--- src/rtl/bp_pkg.sv ---
// rtl/bp_pkg.sv - shared types and helpers for the gshare branch predictor
// Pipe entries are sized for the widest supported configuration; instances slice what they need.
package bp_pkg;

   localparam int MAX_INDEX_BITS = 16;
   localparam int MAX_GHR_BITS   = 16;
   localparam int MAX_CTR_BITS   = 8;

   typedef struct packed {
      logic                      valid;
      logic [MAX_INDEX_BITS-1:0] idx;
      logic                      pred;
      logic [MAX_GHR_BITS-1:0]   ckpt;
   } pipe_entry_t;

   function automatic int num_pht_entries(input int index_bits);
      return 2 ** index_bits;
   endfunction

   // Saturating up/down step of a ctr_bits-wide counter held in the low bits of ctr.
   function automatic logic [MAX_CTR_BITS-1:0] sat_update(
      input logic [MAX_CTR_BITS-1:0] ctr,
      input logic                    inc,
      input int                      ctr_bits
   );
      logic [MAX_CTR_BITS-1:0] ctr_max;
      ctr_max = MAX_CTR_BITS'((64'd1 << ctr_bits) - 64'd1);
      if (inc) begin
         return (ctr == ctr_max) ? ctr : ctr + MAX_CTR_BITS'(1);
      end
      return (ctr == '0) ? ctr : ctr - MAX_CTR_BITS'(1);
   endfunction

endpackage

--- src/rtl/bp_ckpt_pipe.sv ---
// rtl/bp_ckpt_pipe.sv - in-flight branch checkpoint shift register
// Advances only when advance is high; kill drops every valid bit on an advancing cycle.
module bp_ckpt_pipe
   import bp_pkg::*;
#(
   parameter int DEPTH = 2
) (
   input  logic        clk,
   input  logic        reset_i,
   input  logic        advance,
   input  logic        kill,
   input  pipe_entry_t entry_in,
   output pipe_entry_t tail
);

   pipe_entry_t stage [DEPTH];

   always_ff @(posedge clk or posedge reset_i) begin
      if (reset_i) begin
         for (int k = 0; k < DEPTH; k++) begin
            stage[k] <= '0;
         end
      end else if (advance) begin
         stage[0] <= entry_in;
         for (int k = 1; k < DEPTH; k++) begin
            stage[k] <= stage[k-1];
         end
         if (kill) begin
            for (int k = 0; k < DEPTH; k++) begin
               stage[k].valid <= 1'b0;
            end
         end
      end
   end

   assign tail = stage[DEPTH-1];

endmodule

--- src/rtl/gshare_pht.sv ---
// rtl/gshare_pht.sv - gshare direction predictor with speculative history and checkpoint repair
// Fetch looks up and shifts history; the oldest in-flight branch trains its counter on resolution.
module gshare_pht
   import bp_pkg::*;
#(
   parameter int INDEX_BITS = 5,
   parameter int GHR_BITS   = 5,
   parameter int CTR_BITS   = 2,
   parameter int CTR_INIT   = 0,
   parameter int UPDATE_LAT = 2
) (
   input  logic                clk,
   input  logic                reset_i,
   input  logic                stall_i,
   input  logic                flush_i,
   input  logic [31:0]         pc_i,
   input  logic                branch_i,
   input  logic                resolve_valid_i,
   input  logic                resolve_taken_i,
   output logic                predict_taken_o,
   output logic                mispredict_o,
   output logic [GHR_BITS-1:0] ghr_o
);

   localparam int NUM_PHT_ENTRIES = num_pht_entries(INDEX_BITS);

   logic [CTR_BITS-1:0]   pht [NUM_PHT_ENTRIES];
   logic [GHR_BITS-1:0]   ghr_spec;
   logic [GHR_BITS-1:0]   ghr_commit;
   logic [GHR_BITS-1:0]   ghr_spec_next;
   logic [GHR_BITS-1:0]   ghr_commit_next;
   logic [GHR_BITS-1:0]   res_hist;
   logic [INDEX_BITS-1:0] idx;
   logic [INDEX_BITS-1:0] tail_idx;
   logic [GHR_BITS-1:0]   tail_ckpt;
   logic [CTR_BITS-1:0]   ctr_next;
   logic                  advance;
   logic                  res;
   logic                  mispredict;
   logic                  shift_en;
   logic                  kill;
   pipe_entry_t           entry_in;
   pipe_entry_t           tail;
   logic                  unused_bits;

   assign advance = ~stall_i;

   // History is zero-extended to the index width before hashing with the PC.
   assign idx             = pc_i[INDEX_BITS+1:2] ^ INDEX_BITS'(ghr_spec);
   assign predict_taken_o = pht[idx][CTR_BITS-1];

   assign tail_idx   = tail.idx[INDEX_BITS-1:0];
   assign tail_ckpt  = tail.ckpt[GHR_BITS-1:0];
   assign res        = resolve_valid_i & advance & tail.valid;
   assign mispredict = res & (resolve_taken_i != tail.pred);
   assign shift_en   = branch_i & advance & ~flush_i & ~mispredict;
   assign kill       = mispredict | flush_i;

   // The cast drops the oldest bit, which also covers a single-bit history.
   assign res_hist = GHR_BITS'({tail_ckpt, resolve_taken_i});
   assign ctr_next = CTR_BITS'(sat_update(MAX_CTR_BITS'(pht[tail_idx]), resolve_taken_i, CTR_BITS));

   always_comb begin
      entry_in       = '0;
      entry_in.valid = branch_i & ~flush_i & ~mispredict;
      entry_in.idx   = MAX_INDEX_BITS'(idx);
      entry_in.pred  = predict_taken_o;
      entry_in.ckpt  = MAX_GHR_BITS'(ghr_spec);
   end

   bp_ckpt_pipe #(
      .DEPTH(UPDATE_LAT)
   ) u_pipe (
      .clk      (clk),
      .reset_i  (reset_i),
      .advance  (advance),
      .kill     (kill),
      .entry_in (entry_in),
      .tail     (tail)
   );

   always_comb begin
      ghr_commit_next = res ? res_hist : ghr_commit;
      ghr_spec_next   = ghr_spec;
      if (mispredict) begin
         ghr_spec_next = res_hist;
      end else if (flush_i & advance) begin
         ghr_spec_next = ghr_commit_next;
      end else if (shift_en) begin
         ghr_spec_next = GHR_BITS'({ghr_spec, predict_taken_o});
      end
   end

   always_ff @(posedge clk or posedge reset_i) begin
      if (reset_i) begin
         ghr_spec   <= '0;
         ghr_commit <= '0;
      end else begin
         ghr_spec   <= ghr_spec_next;
         ghr_commit <= ghr_commit_next;
      end
   end

   // No bypass: a lookup of the entry being trained sees the old value this cycle.
   always_ff @(posedge clk or posedge reset_i) begin
      if (reset_i) begin
         for (int i = 0; i < NUM_PHT_ENTRIES; i++) begin
            pht[i] <= CTR_BITS'(CTR_INIT);
         end
      end else if (res) begin
         pht[tail_idx] <= ctr_next;
      end
   end

   assign mispredict_o = mispredict;
   assign ghr_o        = ghr_spec;

   assign unused_bits = ^{tail, pc_i};

endmodule
--- config.mk ---
export PLATFORM = sky130hd
export DESIGN_NAME = gshare_pht
export DESIGN_NICKNAME = d
export VERILOG_FILES = /design/src/rtl/bp_pkg.sv /design/src/rtl/bp_ckpt_pipe.sv /design/src/rtl/gshare_pht.sv
export SDC_FILE = /design/constraint.sdc
export NUM_CORES = 1
export LEC_CHECK = 0
export ABC_AREA = 1
export ABC_CLOCK_PERIOD_IN_PS = 3100
export CAP_MARGIN = 10
export CORE_MARGIN = 8
export CORE_UTILIZATION = 45
export DETAILED_ROUTE_END_ITERATION = 12
export DONT_BUFFER_PORTS = 1
export PLACE_DENSITY = 0.7
export RECOVER_POWER = 100
export SYNTH_ARGS = -nofsm -noshare
export SYNTH_HDL_FRONTEND = slang
export SYNTH_SLANG_ARGS = --single-unit
--- constraint.sdc ---
create_clock -name clk -period 3.1 [get_ports clk]
set_input_delay 0.465 -clock clk [delete_from_list [all_inputs] [get_ports clk]]
set_output_delay 0.465 -clock clk [all_outputs]
set_load 0.01 [all_outputs]
==> summary.md, run 1 <==
| Metric | Value |
|---|---|
| Crit Path Max Fanout | `16` |
| CTS tree | `done` |
| Num CTS Buffers | `9` |
| Most common cell in the netlist | `nand2_1` |
| Setup-failing EPs final | `0` |
| First-pass GRT wire length | `22,600 µm` |
| Commonest cells in the netlist | `nand2_1, inv_1, dfrtp_1, nand3_1` |
| Clock Latency Late Sink | `340 ps` |
| Worst hold path type | `input port to flip-flop` |
| # IOs | `46` |
| Worst EP required | `2630 ps` |
| Pre-CTS setup slack | `663 ps` |
| Crit path launch type | `flip-flop` |
| YS warnings | `0` |
| Die extent in x | `123 µm` |
| Number of global-route vias before repair | `4,604` |
| Final core utilization | `48.3%` |
| Worst setup path start | `ghr_o[0]` |
| Slew Limit Headroom | `-58.5%` |
| Pin count of the biggest net entering global routing | `63` |
| Routed WL | `13,700 µm` |
| Number of synthesized flops with an enable pin | `0` |
| Worst Hold Launch | `flush_i` |
| F_max | `354 MHz` |
| Setup TNS | `0 ps` |
| Area leader, netlist | `dfrtp_1` |
| Total global-route track usage | `between 10% and 20%` |
| Failing checks | `capacitance limit, slew limit` |
| Post-Syn Area per Cell | `7.31 µm²` |
| CTS clk-pin slew, worst paths | `around 70 ps` |
| Layout cell share with drive strength beyond 1 | `~5%` |
| Dpl hpwl | `between 9000 and 10,000 µm` |
| Primary FF master, synth | `dfrtp_1` |
| Synth top area share | `46.9%` |
| WL/cell | `16.2 µm` |
| Post_cts resized | `0` |
| # diodes | `0` |
| DRT Pass-1 Iters | `5` |
| P_leak | `2.70 nW` |
| CP endpoint kind | `output port` |
| Clock sinks | `96` |
| Nets | `between 700 and 800` |
| Post-synthesis cell type count | `30` |
| Synth top area cells | `dfrtp_1, nand2_1, inv_1, nand3_1, o21ai_0` |
| FFs w/ async S/R, synth | `100%` |
| Power Dens Cells | `621 mW/mm²` |
| Syn nets | `740` |
| Final ANT Viol Nets | `0` |
| CORE AREA | `between 0.01 and 0.015 mm²` |
| Worst-case clock buffer depth | `2` |
| Die ar. | `roughly 0.015 mm²` |
| Gpl congestion | `between 0.9 and 1` |
| Starting DRC count in detailed routing | `418` |
| Outcome | `finished, violations left` |
| Fill count | `1,090` |
| Seq/Total Area, Yosys | `46.9%` |
| Max-capacitance violation count | `1` |
| Crit path arrival time | `2360 ps` |
| Initial antenna violation count | `0` |
| H-tree levels | `3` |
| Vias per cell | `5.50` |
| Final min period | `2820 ps` |
| Slew @ Worst Pin | `2380 ps` |
| Slew Limit Fails | `63` |
| Yosys reg bits | `96` |
| Critical path class | `flip-flop to output port` |
| Reg2Reg Launch Point | `u_pipe.tail[18]` |
| Pwr Total | `3.38 mW` |
| P&R area growth vs syn | `6.15%` |
| Period Utilization, post-route | `91.1%` |
| CTS Root Cell | `clkbuf_16` |
| Cts hold-fix bufs | `0` |
| Final Hold Viols | `0` |
| DR vias | `4,644` |
| Post-CTS Setup Inserts | `0` |
| Worst R2R Setup Slack | `300 ps` |
| Maximum VDD drop | `0.448 mV` |
| Clock Skew | `between 6 and 7 ps` |
| FP Rows | `39` |
| Overflow after GRT | `0` |
| Die height | `123 µm` |
| RSZ-0062 raised after global routing | `false` |
| Initial core utilization | `roughly 45%` |
| Final WS setup | `277 ps` |
| Number of port buffers | `0` |
| Mapped Cells | `701` |
| DRC errors left | `0` |
| Synth Cell Area | `~0.0051 mm²` |
==> state kept, by name, summed over array words and instances (netlist names) <==
name          flops
pht              64
u_pipe.tail      11
u_pipe.stage     11
ghr_commit        5
ghr_o             5
==> path summary, 6_finish.rpt <==
path / to / cells past startpoint
worst max-delay path: predict_taken_o / 10
worst min-delay path: u_pipe.tail[33] / 1
worst max register to register: pht[43] / 12
worst min register to register: pht[17] / 2
max in group asynchronous: u_pipe.tail[19] / 2
min in group asynchronous: ghr_commit[4] / 1
==> power by group <==
group / switching (mW) / leakage [nW] / internal (mW) / total [mW]
clock: 0.511 / 0.137 / 0.553 / 1.06
combinational: 0.583 / 1.27 / 0.219 / 0.802
sequential: 0.119 / 1.29 / 1.39 / 1.51
total: 1.21 / 2.70 / 2.16 / 3.38
==> per-stage QoR <==
step           hold WS, ps  instance area (µm²)  instances
2_1_floorplan          449                 5120        701
3_3_place_gp           460                 5200        829
3_5_place_dp           465                 5200        829
4_1_cts                173                 5480        845
5_1_grt                202                 5440        845
6_report               212                 5440        845
==> worst max-delay path, stage by stage, from the launching register on <==
cell and delay [ps]:
dfrtp_1 480, inv_1 140, nand2_1 190, nand2_1 370
nand2_1 220, nand3_1 110, nand3_1 130, nand3_1 80
nand3_1 100, nand2_1 90, inv_1 110
==> cell usage in the layout (no fill, tap or decap), types with 3 or more instances in the layout <==
cell,netlist,layout
nor2_1,40,41
inv_2,6,4
a22oi_1,17,17
clkbuf_16,0,9
o22ai_1,14,14
o21ai_0,40,40
nand3_1,68,69
dfrtp_1,96,96
xnor2_1,4,4
clkbuf_1,6,3
inv_6,0,4
inv_1,102,104
nand2_2,3,3
nand2_1,254,255
o21ai_1,6,6
a21oi_1,3,4
nor3_1,8,8
==> metal layers <==
layer,wire length (µm),vias to the layer above,global-route usage (%)
li1,-,2185,-
met1,5820,2217,24.7
met2,6530,203,31.2
met3,993,39,3.54
met4,339,0,7.08
met5,0,-,0
==> logic make-up after synthesis <==
logic type                after synthesis  share of synthesized area (%)
buffers and inverters                 130                           11.0
and+or+nand+nor                       386                           31.5
AOI/OAI and AO/OA                      84                           9.72
DFF                                    96                           46.9
xor gates and xnor gates                5                          0.854
==> final cells by class <==
class	instances	area (µm²)	share of cell area, %
flip-flops and latches	96	2400	44.2
inverters	108	405	7.45
clock buffers	9	225	4.14
multi-input cells	475	2140	39.3
well taps	143	179	3.29
clock inverters	7	52.6	0.966
repair buffers	7	36.3	0.667
Power figures use the tool's default switching activity.
==> run 2: changes to the inputs <==
--- a/config.mk
+++ b/config.mk
@@ -5,8 +5,8 @@
 export SDC_FILE = /design/constraint.sdc
 export NUM_CORES = 1
 export LEC_CHECK = 0
-export ABC_AREA = 1
-export ABC_CLOCK_PERIOD_IN_PS = 3100
+export ABC_AREA = 0
+export ABC_CLOCK_PERIOD_IN_PS = 2500
 export CAP_MARGIN = 10
 export CORE_MARGIN = 8
 export CORE_UTILIZATION = 45
==> constraint.sdc (replaced) <==
create_clock -name clk -period 2.5 [get_ports clk]
set_input_delay 0.375 -clock clk [delete_from_list [all_inputs] [get_ports clk]]
set_output_delay 0.375 -clock clk [all_outputs]
set_load 0.01 [all_outputs]
==> summary.md, run 2 <==
| Metric | Value |
|---|---|
| Outcome | `finished, violations left` |
| Failing checks | `setup timing` |
| Met2 routed WL | `around 6300 µm` |
| Largest register FFs | `64` |
| Synth top area cells | `dfrtp_1, mux2_2, mux2i_1, nand2_1, o21ai_1` |
| Clock sinks | `96` |
| FP Rows | `38` |
| Synth top area share | `between 40% and 50%` |
| Pin count of the biggest net entering global routing | `45` |
| Commonest cells in the netlist | `dfrtp_1, nand2_1, mux2_2, mux2i_1, o21ai_1` |
| Synth Area in Simple Gates | `13.3%` |
| CORE AREA | `0.0108 mm²` |
| Critical path class | `flip-flop to output port` |
| Crit Path Max Fanout | `7` |
| Dpl hpwl | `8140 µm` |
| Syn nets | `491` |
| DRT Pass-1 Iters | `5` |
| Primary FF master, synth | `dfrtp_1` |
| Crit path launch type | `flip-flop` |
| P_leak | `2.73 nW` |
| Synth Cell Area | `0.00494 mm²` |
| Final Hold Viols | `0` |
| Yosys reg bits | `96` |
| Area leader, netlist | `dfrtp_1` |
| Main combinational cell family by area after synthesis | `multiplexers` |
| CTS Root Cell | `clkbuf_8` |
| CP endpoint kind | `output port` |
| Mux cell area share after synthesis | `24.7%` |
| F_max | `364 MHz` |
| CTS tree | `done` |
| Number of global-route vias before repair | `about 3,600` |
| Slew @ Worst Pin | `664 ps` |
| Most common cell in the netlist | `dfrtp_1` |
| Die height | `approximately 120 µm` |
| Die ar. | `0.0146 mm²` |
| Starting DRC count in detailed routing | `233` |
| Number of synthesized flops with an enable pin | `0` |
| Slew Limit Fails | `0` |
| Worst-case clock buffer depth | `2` |
| Total global-route track usage | `17.1%` |
| Worst hold path type | `input port to flip-flop` |
| Worst hold slack | `96.5 ps` |
| Num CTS Buffers | `9` |
| Post-synthesis compound-gate area fraction | `under 10%` |
| Max layer used | `met4` |
| DR vias | `approximately 3,700` |
| Slew Limit Headroom | `a little under three fifths` |
| Worst EP required | `2120 ps` |
| Vias per cell | `5.81` |
| Initial antenna violation count | `0` |
| Final ANT Viol Nets | `0` |
| Max-capacitance violation count | `0` |
| # diodes | `0` |
| First-pass GRT wire length | `19,400 µm` |
| Period Utilization, post-route | `110%` |
| M1 WL | `roughly 5300 µm` |
| Post-synthesis cell type count | `between 40 and 50` |
| Seq/Total Area, Yosys | `48.6%` |
| Number of port buffers | `0` |
| FFs w/ async S/R, synth | `100%` |
| Biggest register | `pht` |
| Initial core utilization | `45.8%` |
| WL/cell | `20.3 µm` |
| Worst R2R Setup Slack | `-170 ps` |
| Setup TNS | `-5030 ps` |
| Crit path arrival time | `2370 ps` |
| Nets | `525` |
| DRC errors left | `0` |
| Mapped Cells | `452` |
| Maximum VDD drop | `0.474 mV` |
| Gpl congestion | `roughly 0.90` |
| Synth Area in XOR/XNOR | `1.42%` |
| CTS clk-pin slew, worst paths | `around 100 ps` |
| RSZ-0062 raised after global routing | `true` |
| Most common cell after layout, fill and taps aside | `dfrtp_1` |
| Final WS setup | `-247 ps` |
| Clock Skew | `about 7.0 ps` |
| Power Dens Cells | `1010 mW/mm²` |
| Commonest non-fill, non-tap cells in the layout | `dfrtp_1, nand2_1, mux2_2` |
| WL met3 | `around 810 µm` |
| Final min period | `2750 ps` |
| Overflow after GRT | `0` |
| # IOs | `46` |
| Clock Latency Late Sink | `370 ps` |
| Routed WL | `12,800 µm` |
| YS warnings | `0` |
| Post-Syn Area per Cell | `10.9 µm²` |
| P&R area growth vs syn | `23.6%` |
| Die extent in x | `~120 µm` |
| Post-Synth Adder-Cell Area | `0.456%` |
| H-tree levels | `3` |
| Layout cell share with drive strength beyond 1 | `41.3%` |
| Setup-failing EPs final | `59` |
run 2: cell count changes in the layout (fill, tap and decap cells not counted), sizes merged, moves of 17 or more:
cell / delta
inv: -103
mux2: +62
mux2i: +35
buf: +51
nor2: -34
nand3: -68
nand2: -180
a22oi: -17
run 2: layer usage:
metal	vias up	global-route usage, %
met2	102	27.0
li1	1682	-
met5	-	0
met4	0	6.40
met3	27	3.31
met1	1853	22.7
run 2: report_power, final:
group          internal (mW)  switching (mW)
sequential              1.87           0.334
clock                  0.473           0.576
combinational           1.52            1.37
total                   3.86            2.28
run 2: timing repair:
item | in CTS | in global routing
buffers inserted | 7 | 3
hold buffers | 1 | 0
setup endpoints to repair | 64 | 61
gates resized for setup | 39 | 51
pin swaps | 9 | 32
hold endpoints to repair | 27 | 0
gates cloned | 3 | 4
run 2: through the flow:
stage               utilization, %  worst slack [ps]  power, mW  instances  cell area, µm²
floorplan                        -              8.49       3.49        452            4940
global placement              49.5              -135       4.24        601            5350
detailed placement            49.5              -161       4.29        601            5350
CTS                           54.0              -316       5.80        626            5830
global route                  56.6              -338       6.44        631            6100
finish                        56.6              -247       6.15        631            6100
run 2: critical path: stages (launching register included):
cell and delay (ps):
dfrtp_1 430, xnor2_2 150, buf_6 180, mux4_2 540
a22oi_2 180, o31ai_2 100, or3_4 410
run 2: cells by family after synthesis:
family | after synthesis
flops | 96
compound gates | 64
simple gates | 136
fa+ha+maj | 2
xor+xnor | 8
mux | 104
buf+inv | 42
run 2: final timing paths:
check	startpoint	endpoint	depth (start not counted)
hold / removal	stall_i	u_pipe.stage[55]	1
hold reg to reg	pht[50]	pht[50]	2
min in group asynchronous	reset_i	u_pipe.tail[1]	2
setup reg to reg	u_pipe.tail[17]	pht[1]	9
max in group asynchronous	reset_i	pht[4]	3
setup / recovery	ghr_o[0]	predict_taken_o	6
run 2: cell type report:
class | instances | area [µm²]
tap | 140 | 175
multi-input combinational | 314 | 2620
sequential | 96 | 2410
clock buffer | 9 | 124
clock inverter | 7 | 78.8
fill | 894 | 4690
timing repair buffer | 57 | 661
inverter | 8 | 33.8
==> run 3: changes to the inputs <==
==> constraint.sdc (replaced) <==
create_clock -name clk -period 2.5 [get_ports clk]
set_input_delay 0.25 -clock clk [delete_from_list [all_inputs] [get_ports clk]]
set_output_delay 0.25 -clock clk [all_outputs]
set_load 0.01 [all_outputs]
==> summary.md, run 3 (synthesis results as in run 2) <==
| Metric | Value |
|---|---|
| Largest register FFs | `64` |
| Layout cell share with drive strength beyond 1 | `39.0%` |
| Overflow after GRT | `0` |
| Fill count | `853` |
| Max-capacitance violation count | `0` |
| Commonest non-fill, non-tap cells in the layout | `dfrtp_1, nand2_1, mux2_2` |
| Pwr Total | `about 6.3 mW` |
| Total global-route track usage | `17.3%` |
| Dpl hpwl | `8210 µm` |
| Area of the multi-input gates | `0.00257 mm²` |
| Number of global-route vias before repair | `3,744` |
| First-pass GRT wire length | `just under 20,000 µm` |
| DRC errors left | `0` |
| Gpl congestion | `approximately 0.9` |
| Most common cell after layout, fill and taps aside | `dfrtp_1` |
| Routed WL | `12,700 µm` |
| Slew Limit Headroom | `24.9%` |
| Biggest register | `pht` |
| Crit path launch type | `flip-flop` |
| Vias per cell | `5.78` |
| H-tree levels | `3` |
| FP Rows | `38` |
| Pin count of the biggest net entering global routing | `39` |
| CP endpoint kind | `output port` |
| Starting DRC count in detailed routing | `roughly 260` |
| Worst Hold Launch | `stall_i` |
| DRT Pass-1 Iters | `4` |
| Die height | `121 µm` |
| Die extent in x | `121 µm` |
| RSZ-0062 raised after global routing | `true` |
| Setup-failing EPs final | `65` |
| Reg2reg path depth | `7` |
| Worst hold path type | `input port to flip-flop` |
| # IOs | `46` |
| Die ar. | `0.0146 mm²` |
| Final min period | `about 2800 ps` |
| Worst Hold End | `u_pipe.stage[67]` |
| Final ANT Viol Nets | `0` |
| Period Utilization, post-route | `112%` |
| Nets | `532` |
| Crit Path Max Fanout | `6` |
| Initial core utilization | `45.8%` |
| Max layer used | `met4` |
| CTS tree | `done` |
| # diodes | `0` |
| CTS clk-pin slew, worst paths | `90 ps` |
| Placed Cells | `between 600 and 700` |
| CTS Root Cell | `clkbuf_8` |
| Num CTS Buffers | `9` |
| Placed Area | `0.00539 mm²` |
| Initial antenna violation count | `0` |
| Number of port buffers | `0` |
| P_leak | `roughly 2.8 nW` |
| R2r endpoint | `pht[34]` |
| Outcome | `finished, violations left` |
| Failing checks | `setup timing` |
| Clock sinks | `96` |
| Worst EP required | `2250 ps` |
| Clock Latency Late Sink | `380 ps` |
| WL/cell | `around 20 µm` |
| Met2 routed WL | `roughly 6300 µm` |
| WL met3 | `483 µm` |
| Worst R2R Setup Slack | `-190 ps` |
| Final Non-Filler Cells | `638` |
| Crit path arrival time | `2540 ps` |
| Critical path class | `flip-flop to output port` |
| Register area | `0.00240 mm²` |
| Clock Skew | `17.5 ps` |
| Cell area after layout | `between 0.006 and 0.007 mm²` |
| Slew Limit Fails | `0` |
| Worst-case clock buffer depth | `2` |
| Reg2Reg Launch Point | `u_pipe.tail[19]` |
| DR vias | `3,689` |
| Final WS setup | `-293 ps` |
| P&R area growth vs syn | `24.2%` |
| Slew @ Worst Pin | `1120 ps` |
| Final Hold Viols | `0` |
| Power Dens Cells | `about 1000 mW/mm²` |
| M1 WL | `around 5600 µm` |
| CORE AREA | `0.0108 mm²` |
| Hold Path Stages | `2` |
| Maximum VDD drop | `0.507 mV` |
| F_max | `358 MHz` |
-- run 3: cell types whose count changed in the layout (fill, tap and decap cells not counted), sizes merged --
cell	previous run	this run
clkinv	4	3
inv	9	7
clkbuf	12	21
dlygate4sd3	1	2
-- run 3: critical path, cell delays in order (launching register included) --
cell and delay, ps:
dfrtp_1 400, xnor2_1 150, buf_4 210, buf_12 120, mux4_2 510, a22oi_2 160, o31ai_2 100, or3_4 380
buf_6 130
-- run 3: what timing repair did --
action                                  in CTS  in global routing
pin swaps                                   12                 16
cloned                                       4                  4
resized for setup                           33                 41
hold endpoints to repair                    30                  0
setup buffers                                8                  1
endpoints found under the setup margin      66                 66
hold buffers                                 2                  0
-- run 3: worst max-delay path by stage --
stage | startpoint | end | depth (start not counted)
2_1_floorplan | ghr_o[0] | u_pipe.stage[50] | 7
3_3_place_gp | u_pipe.tail[17] | pht[11] | 9
3_5_place_dp | u_pipe.tail[17] | pht[41] | 9
4_1_cts | ghr_o[0] | predict_taken_o | 8
5_1_grt | ghr_o[0] | predict_taken_o | 8
6_report | ghr_o[0] | predict_taken_o | 8
-- run 3: layout make-up --
cell class	instances	share of cell area, %
Sequential cell	96	39.2
Multi-Input combinational cell	314	41.9
Clock inverter	4	0.856
Timing Repair Buffer	64	12.2
Tap cell	140	2.85
Inverter	8	0.510
Clock buffer	12	2.53
-- run 3: report_power, final --
group	leakage, nW	total [mW]	switching [mW]	internal, mW
sequential	1.28	2.14	0.276	1.86
combinational	1.38	3.07	1.44	1.63
clock	0.107	1.07	0.546	0.520
-- run 3: per-stage QoR --
stage               worst slack [ps]  TNS, ps  hold WS (ps)  utilization [%]
floorplan                       8.49        0           386                -
global placement               -87.2    -4030           193             49.9
detailed placement              -114    -5800           205             49.9
CTS                             -313    -1790          1.80             54.9
global route                    -397   -13650          13.2             56.9
finish                          -293    -8680          17.3             56.9
-- run 3: metal layers --
| layer | up-vias | GRT usage (%) |
|---|---|---|
| li1 | 1696 | - |
| met1 | 1896 | 22.2 |
| met2 | 76 | 28.4 |
| met3 | 21 | 3.31 |
| met4 | 0 | 6.64 |
| met5 | - | 0 |
